===== config.mk =====
export PLATFORM = sky130hd
export DESIGN_NAME = sdu_uart_rx
export DESIGN_NICKNAME = d
export VERILOG_FILES = /design/src/rtl/sdu_uart_rx.sv
export SDC_FILE = /design/constraint.sdc
export NUM_CORES = 1
export LEC_CHECK = 0
export BUFFER_PORTS_ARGS = -buffer_cell sky130_fd_sc_hd__buf_2
export CAP_MARGIN = 15
export CORE_MARGIN = 5
export CORE_UTILIZATION = 61
export DETAILED_ROUTE_END_ITERATION = 8
export PLACE_DENSITY = 0.94
export SLEW_MARGIN = 20
export SYNTH_ARGS = -nofsm -noshare
export SYNTH_HDL_FRONTEND = slang
export SYNTH_SLANG_ARGS = --single-unit

===== constraint.sdc =====
create_clock -name clk_i -period 4.23 [get_ports clk_i]
set_input_delay 0.2115 -clock clk_i [delete_from_list [all_inputs] [get_ports clk_i]]
set_output_delay 0.2115 -clock clk_i [all_outputs]
set_load 0.05 [all_outputs]

===== src/rtl/sdu_uart_rx.sv =====
// sdu_uart_rx: 8N1 serial receiver with an internal 16x oversample tick and valid/ready output.
// Define SDU_RX_PARITY_EN to receive 8E1 frames and drive parity_err_o.
module sdu_uart_rx #(
    parameter int unsigned DIV = 651,
    parameter int unsigned OVS = 16
) (
    input  logic       clk_i,
    input  logic       rst_i,
    input  logic       rxd_i,
    output logic [7:0] m_data_o,
    output logic       m_valid_o,
    input  logic       m_ready_i,
    output logic       frame_err_o,
    output logic       parity_err_o,
    output logic       overrun_o,
    output logic       busy_o
);

    localparam int unsigned DivW = (DIV > 1) ? $clog2(DIV) : 1;
    localparam int unsigned ScW  = $clog2(OVS);
    localparam logic [DivW-1:0] DivLast = DivW'(DIV - 1);
    localparam logic [ScW-1:0]  ScMid   = ScW'(OVS / 2 - 1);
    localparam logic [ScW-1:0]  ScLast  = ScW'(OVS - 1);

    typedef enum logic [2:0] {
        StIdle   = 3'd0,
        StStart  = 3'd1,
        StData   = 3'd2,
`ifdef SDU_RX_PARITY_EN
        StParity = 3'd3,
`endif
        StStop   = 3'd4,
        StBreak  = 3'd5
    } state_e;

    state_e          state_q, state_d;
    logic            rxd_meta_q, rxd_s_q;
    logic [DivW-1:0] div_q;
    logic [ScW-1:0]  sc_q;
    logic [2:0]      bit_idx_q;
    logic [7:0]      shift_q, m_data_q;
    logic            m_valid_q, frame_err_q, overrun_q;
    logic            tick, bit_end, start_det, sc_clr, shift_en, stop_good, stop_bad;
    logic            commit, drop;
`ifdef SDU_RX_PARITY_EN
    logic            par_en, parity_bad_q, parity_err_q;
`endif

    assign tick    = (div_q == DivLast);
    assign bit_end = tick && (sc_q == ScLast);
    // A completed byte is dropped only if the previous one is still unclaimed this cycle.
    assign commit  = stop_good && (!m_valid_q || m_ready_i);
    assign drop    = stop_good && m_valid_q && !m_ready_i;

    always_ff @(posedge clk_i) begin
        if (rst_i) begin
            state_q <= StIdle;
        end else begin
            state_q <= state_d;
        end
    end

    always_comb begin
        state_d = state_q;
        unique case (state_q)
            StIdle:   if (!rxd_s_q) state_d = StStart;
            StStart:  if (tick && sc_q == ScMid) state_d = rxd_s_q ? StIdle : StData;
`ifdef SDU_RX_PARITY_EN
            StData:   if (bit_end && bit_idx_q == 3'd7) state_d = StParity;
            StParity: if (bit_end) state_d = StStop;
`else
            StData:   if (bit_end && bit_idx_q == 3'd7) state_d = StStop;
`endif
            StStop:   if (bit_end) state_d = rxd_s_q ? StIdle : StBreak;
            StBreak:  if (rxd_s_q) state_d = StIdle;
            default:  state_d = StIdle;
        endcase
    end

    always_comb begin
        start_det = 1'b0;
        sc_clr    = 1'b0;
        shift_en  = 1'b0;
        stop_good = 1'b0;
        stop_bad  = 1'b0;
`ifdef SDU_RX_PARITY_EN
        par_en    = 1'b0;
`endif
        busy_o    = (state_q != StIdle);
        unique case (state_q)
            StIdle:   start_det = !rxd_s_q;
            StStart:  sc_clr = tick && (sc_q == ScMid);
            StData:   shift_en = bit_end;
`ifdef SDU_RX_PARITY_EN
            StParity: par_en = bit_end;
`endif
            StStop: begin
                stop_good = bit_end && rxd_s_q;
                stop_bad  = bit_end && !rxd_s_q;
            end
            default: ;
        endcase
    end

    always_ff @(posedge clk_i) begin
        if (rst_i) begin
            rxd_meta_q   <= 1'b1;
            rxd_s_q      <= 1'b1;
            div_q        <= '0;
            sc_q         <= '0;
            bit_idx_q    <= '0;
            shift_q      <= '0;
            m_data_q     <= '0;
            m_valid_q    <= 1'b0;
            frame_err_q  <= 1'b0;
            overrun_q    <= 1'b0;
`ifdef SDU_RX_PARITY_EN
            parity_bad_q <= 1'b0;
            parity_err_q <= 1'b0;
`endif
        end else begin
            rxd_meta_q <= rxd_i;
            rxd_s_q    <= rxd_meta_q;
            // Restarting the divider on the start edge aligns tick phase to the frame.
            if (start_det || tick) begin
                div_q <= '0;
            end else begin
                div_q <= div_q + DivW'(1);
            end
            if (start_det || sc_clr || bit_end) begin
                sc_q <= '0;
            end else if (tick) begin
                sc_q <= sc_q + ScW'(1);
            end
            if (sc_clr) begin
                bit_idx_q <= '0;
            end else if (shift_en) begin
                bit_idx_q <= bit_idx_q + 3'd1;
            end
            if (shift_en) begin
                shift_q <= {rxd_s_q, shift_q[7:1]};
            end
            if (commit) begin
                m_data_q  <= shift_q;
                m_valid_q <= 1'b1;
            end else if (m_ready_i) begin
                m_valid_q <= 1'b0;
            end
            frame_err_q <= stop_bad;
            overrun_q   <= drop;
`ifdef SDU_RX_PARITY_EN
            if (par_en) begin
                parity_bad_q <= (rxd_s_q != ^shift_q);
            end
            parity_err_q <= stop_good && parity_bad_q;
`endif
        end
    end

    assign m_data_o    = m_data_q;
    assign m_valid_o   = m_valid_q;
    assign frame_err_o = frame_err_q;
    assign overrun_o   = overrun_q;
`ifdef SDU_RX_PARITY_EN
    assign parity_err_o = parity_err_q;
`else
    assign parity_err_o = 1'b0;
`endif

endmodule


=== After elaboration in Yosys (flattened, before gate mapping) ===
Cells that the tools add are included.

* Output and inout port bits: 13
* Input port bits: 4
* Register bits: 41

* Muxes and demuxes: 14
* Equal/unequal tests: 13
* Reduce and logical (&&, ||, !) cells: 23
* Add/subtract/negate cells: 3
* Bitwise gates (word level): 1

{| class="wikitable"
|+ Operator list
! operator !! number
|-
| two-way mux 3 bit || 6
|-
| case mux 3 bit (5 select lines) || 1
|-
| adder 10 x 1 -> 10 bit, second input constant || 1
|-
| equality test 10 bit, second input constant || 1
|-
| inequality test 2 bit, second input constant || 5
|-
| equality test 3 bit, second input constant || 3
|-
| logical AND 1 bit || 8
|-
| OR reduction 2 bit || 4
|-
| two-way mux 1 bit || 6
|-
| AND reduction 5 bit || 1
|-
| adder 4 x 1 -> 4 bit, second input constant || 1
|-
| equality test 4 x 3 -> 1 bit, second input constant || 1
|-
| equality test 4 bit, second input constant || 1
|-
| logical OR 1 bit || 4
|-
| adder 3 x 1 -> 3 bit, second input constant || 1
|-
| equality test 3 x 1 -> 1 bit, second input constant || 1
|-
| equality test 3 x 2 -> 1 bit, second input constant || 1
|-
| logical NOT 1 bit || 3
|-
| logical NOT 3 bit || 1
|-
| nonzero test 3 bit || 1
|-
| two-way mux 2 bit || 1
|-
| nonzero test 2 bit || 1
|-
| NOT 1 bit || 1
|}

=== Depth between registers and ports, before layout ===
* Depth after elaboration: 6
* Depth in mapped cells: 9

=== Worst setup path after synthesis ===
No wires, ideal clock.

* Path kind: reg2reg
* From: register div_q[5]
* To: register m_data_q[0] (netlist: m_data_o[0])
* Slack: 1.959 ns
* Buffers on the path: 1
* Required time: 4.102 ns
* Arrival: 2.144 ns
* Cell stages (with the launch flop): 7
* Cell sequence: dfxtp_1 or4b_4 or4_4 buf_6 nor3_4 mux2i_1 nor2_1

* Word-level cells in the longest chain between the ends: 5

{| class="wikitable"
|+ RTL lines
! item !! RTL line !! source
|-
| start, declared || 38 || <nowiki>logic [DivW-1:0] div_q;</nowiki>
|-
| start signal, assigned || 128 || <nowiki>div_q <= div_q + DivW'(1);</nowiki>
|-
| equality test 10 bit || 49 || <nowiki>assign tick = (div_q == DivLast);</nowiki>
|-
| logical AND 1 bit || 50 || <nowiki>assign bit_end = tick && (sc_q == ScLast);</nowiki>
|-
| logical AND 1 bit || 98 || <nowiki>stop_good = bit_end && rxd_s_q;</nowiki>
|-
| two-way mux 1 bit || 90 || <nowiki>unique case (state_q)</nowiki>
|-
| logical AND 1 bit || 52 || <nowiki>assign commit = stop_good && (!m_valid_q || m_ready_i);</nowiki>
|-
| end signal, assigned || 144 || <nowiki>m_data_q <= shift_q;</nowiki>
|-
| end, declared || 41 || <nowiki>logic [7:0] shift_q, m_data_q;</nowiki>
|}

Every way passes these cells.
A chain may end at the register's enable or synchronous reset.

=== Worst setup path in the final report ===
* From: register div_q[5]
* To: register shift_q[4]

* Word-level cells in the longest chain between the ends: 3

{| class="wikitable"
|+ RTL lines
! item !! RTL line !! source
|-
| equality test 10 bit || 49 ||
|-
| logical AND 1 bit || 50 ||
|-
| two-way mux 1 bit || 90 ||
|-
| end signal, assigned || 141 || <nowiki>shift_q <= {rxd_s_q, shift_q[7:1]};</nowiki>
|-
| end, declared || 41 ||
|}

Every way passes these cells.

==> reports/results.tsv <==
stage	metric	value	unit
cts	worstSkewPairLatency	0.35	ns
run_status	outcome	complete, no violations	
global_route	grt_overflow	0	
logic_synthesis	synth_nets	194	
sta	fin_skew	0.0143	ns
logic_synthesis	syn_area	0.00174	mm2
power_and_ir_drop	power_density	362	mW/mm2
cells_and_area	fillers	208	
routing	wl_met1	1.42	mm
critical_path	critPathArrivalTime	2.64	ns
global_route	grt_usage	17.1	%
routing	ant_nets	0	
logic_synthesis	synth_area_per_cell	9.39	um2
sta	maxSlewHeadroom	56.8	%
cells_and_area	diodes	0	
global_route	grt_max_degree	30	
global_route	grt_pass1_vias	1228	
routing	routed_via_density	5.51	
logic_synthesis	yosysWarnings	0	
global_route	grt_pass1_wl	5.44	mm
logic_synthesis	ys_types	36	
logic_synthesis	synth-async-reset-ratio	0	%
placed_design	place_hpwl	2.11	mm
routing	drc_errors	0	
logic_synthesis	synth-seq-cells	41	
routing	drtPass1Iterations	4	
sta	hold_viol_final	0	
hold_path	hp-class	input pin to flop	
global_route	antenna_found_initial	0	
cts	cts_resized	0	
sta	fmax	0.416	GHz
logic_synthesis	synth_top_flop_cell	dfxtp_1	
logic_synthesis	yosysTopAreaCellShare	47.2	%
routing	wirelength	2.97	mm
cts	cts.clk_slew.worst_paths	0.11	ns
cts	cts_hold_buf	0	
placed_design	gp_congestion	0.815	
sta	worst_slew_pin_slew	0.648	ns
floorplanning	start_util	63.6	%
cells_and_area	drive_gt1_share	14.0	%
cts	clock_path_buffers	2	
routing	drtIter0Drc	41	
logic_synthesis	syn_inst	185	
critical_path	worstSetupEndpointType	flop	
sta	layout_worst_path_cycle_share	56.9	%
floorplanning	fp-row-count	19	
logic_synthesis	ys_seq_area_share	47.2	%
placed_design	placed_cell_area	0.00181	mm2
logic_synthesis	yosysTopAreaCell	dfxtp_1	
sta	period_minus_slack	2.41	ns
critical_path	required	4.47	ns
routing	dr.max_layer_used	met4	
critical_path	worstPathMaxFanout	11	
routing	met2_length	1.38	mm
cts	cts_root_buf	clkbuf_4	
cts	htreeDepth	2	
cts	cts_tree	done	
power_and_ir_drop	vdd_drop_max	0.353	mV
routing	wl_per_cell	12.9	um
cells_and_area	post-route-cell-area	0.00187	mm2
sta	finalSetupTns	0	ns
floorplanning	die_area	0.00402	mm2
critical_path	crit_type	flop to flop	
power_and_ir_drop	p_leak	0.821	nW
logic_synthesis	synth_edf_count	0	
cells_and_area	utilization	68.5	%
sta	setup_violations	0	
routing	wl_met3	142	um
floorplanning	coreArea	0.00273	mm2
job	cap_violations	0	
cts	numCtsBuffers	5	
sta	slew_viol_final	0	
logic_synthesis	yosysMostFrequentCell	dfxtp_1	
cells_and_area	syn2layout_area_growth	7.70	%
cells_and_area	num-nets-final	209	
floorplanning	die_w	63.4	um
sta	rsz0062_at_grt	no	
floorplanning	die_h	63.4	um
logic_synthesis	yosys-top-cells-area	dfxtp_1, mux2i_1, nor2_1	
logic_synthesis	synth_common_cells	dfxtp_1, nor2_1, mux2i_1	
sta	whs	0.0346	ns
critical_path	crit_path_start_kind	flop	
cts	cts.sink_count	41	
floorplanning	ios	17	
routing	vias	1272	
placed_design	port_buffers	15	
cts	post_cts_buffers	0	
==> final cells by class <==
cell class,instances,area [um2],share of cell area (%)
Tap cell,31,38.8,2.07
Clock buffer,6,51.3,2.74
Clock inverter,1,7.51,0.401
Inverter,2,7.51,0.401
Multi-Input combinational cell,135,871,46.5
Timing Repair Buffer,15,75.1,4.01
Sequential cell,41,821,43.9
==> critical path, stage by stage, from the launching register on <==
cell	delay, ns
dfxtp_1	0.35
or4b_4	0.55
or4_4	0.54
nand2b_1	0.47
mux2i_1	0.32
nor2_1	0.05
==> flip-flops by register name, summed over array words and instances, names as in the netlist <==
register and count:
shift_q 8, bit_idx_q 3, m_valid_o 1, frame_err_o 1
state_q 3, m_data_o 8, rxd_s_q 1, rxd_meta_q 1
overrun_o 1, sc_q 4, div_q 10
==> metal layers <==
metal | up-vias | track usage (%)
met3 | 4 | 7.10
met5 | - | 0
met1 | 589 | 21.2
met4 | 0 | 7.01
li1 | 657 | -
met2 | 22 | 25.9
==> cell families after synthesis <==
family	synth area share (%)
other	0.216
xor gates and xnor gates	6.05
and+or+nand+nor	25.7
DFF	47.2
muxes	10.4
adders and majority gates	3.60
buffers and inverters	2.66
AOI/OAI and AO/OA	4.18
==> final timing paths <==
| check | start | to | slack [ns] | cells past startpoint |
|---|---|---|---|---|
| hold / removal | rxd_i | rxd_meta_q$_SDFF_PP1_ | 0.03 | 2 |
| setup / recovery | div_q[5]$_SDFF_PP0_ | shift_q[4]$_SDFFE_PP0P_ | 1.82 | 5 |
| setup reg to reg | div_q[5]$_SDFF_PP0_ | shift_q[4]$_SDFFE_PP0P_ | 1.82 | 5 |
| hold reg to reg | rxd_meta_q$_SDFF_PP1_ | rxd_s_q$_SDFF_PP1_ | 0.42 | 1 |
==> layout by cell type (no fill, tap or decap), types with 5 or more instances in the layout <==
cell	count
mux2i_1	18
nor2_1	37
nand3_1	5
clkbuf_4	5
nand2b_1	6
xor2_1	6
xnor2_1	6
buf_2	15
dfxtp_1	41
nand2_1	12
ha_1	5
==> power by group <==
group	switching, mW	leakage, nW	total, mW	internal (mW)
clock network	0.121	0.0303	0.199	0.0778
registers	0.00881	0.331	0.402	0.393
logic	0.0522	0.460	0.0773	0.0251
total	0.182	0.821	0.678	0.496
==> metrics by stage <==
stage               power (mW)  worst slack (ns)  std cells
floorplan                0.472              1.96        185
global placement         0.486              1.92        224
detailed placement       0.488              1.83        224
CTS                      0.684              1.81        231
global route             0.714              1.69        231
finish                   0.678              1.82        231
Note: power is estimated with default switching activity, not from simulation.
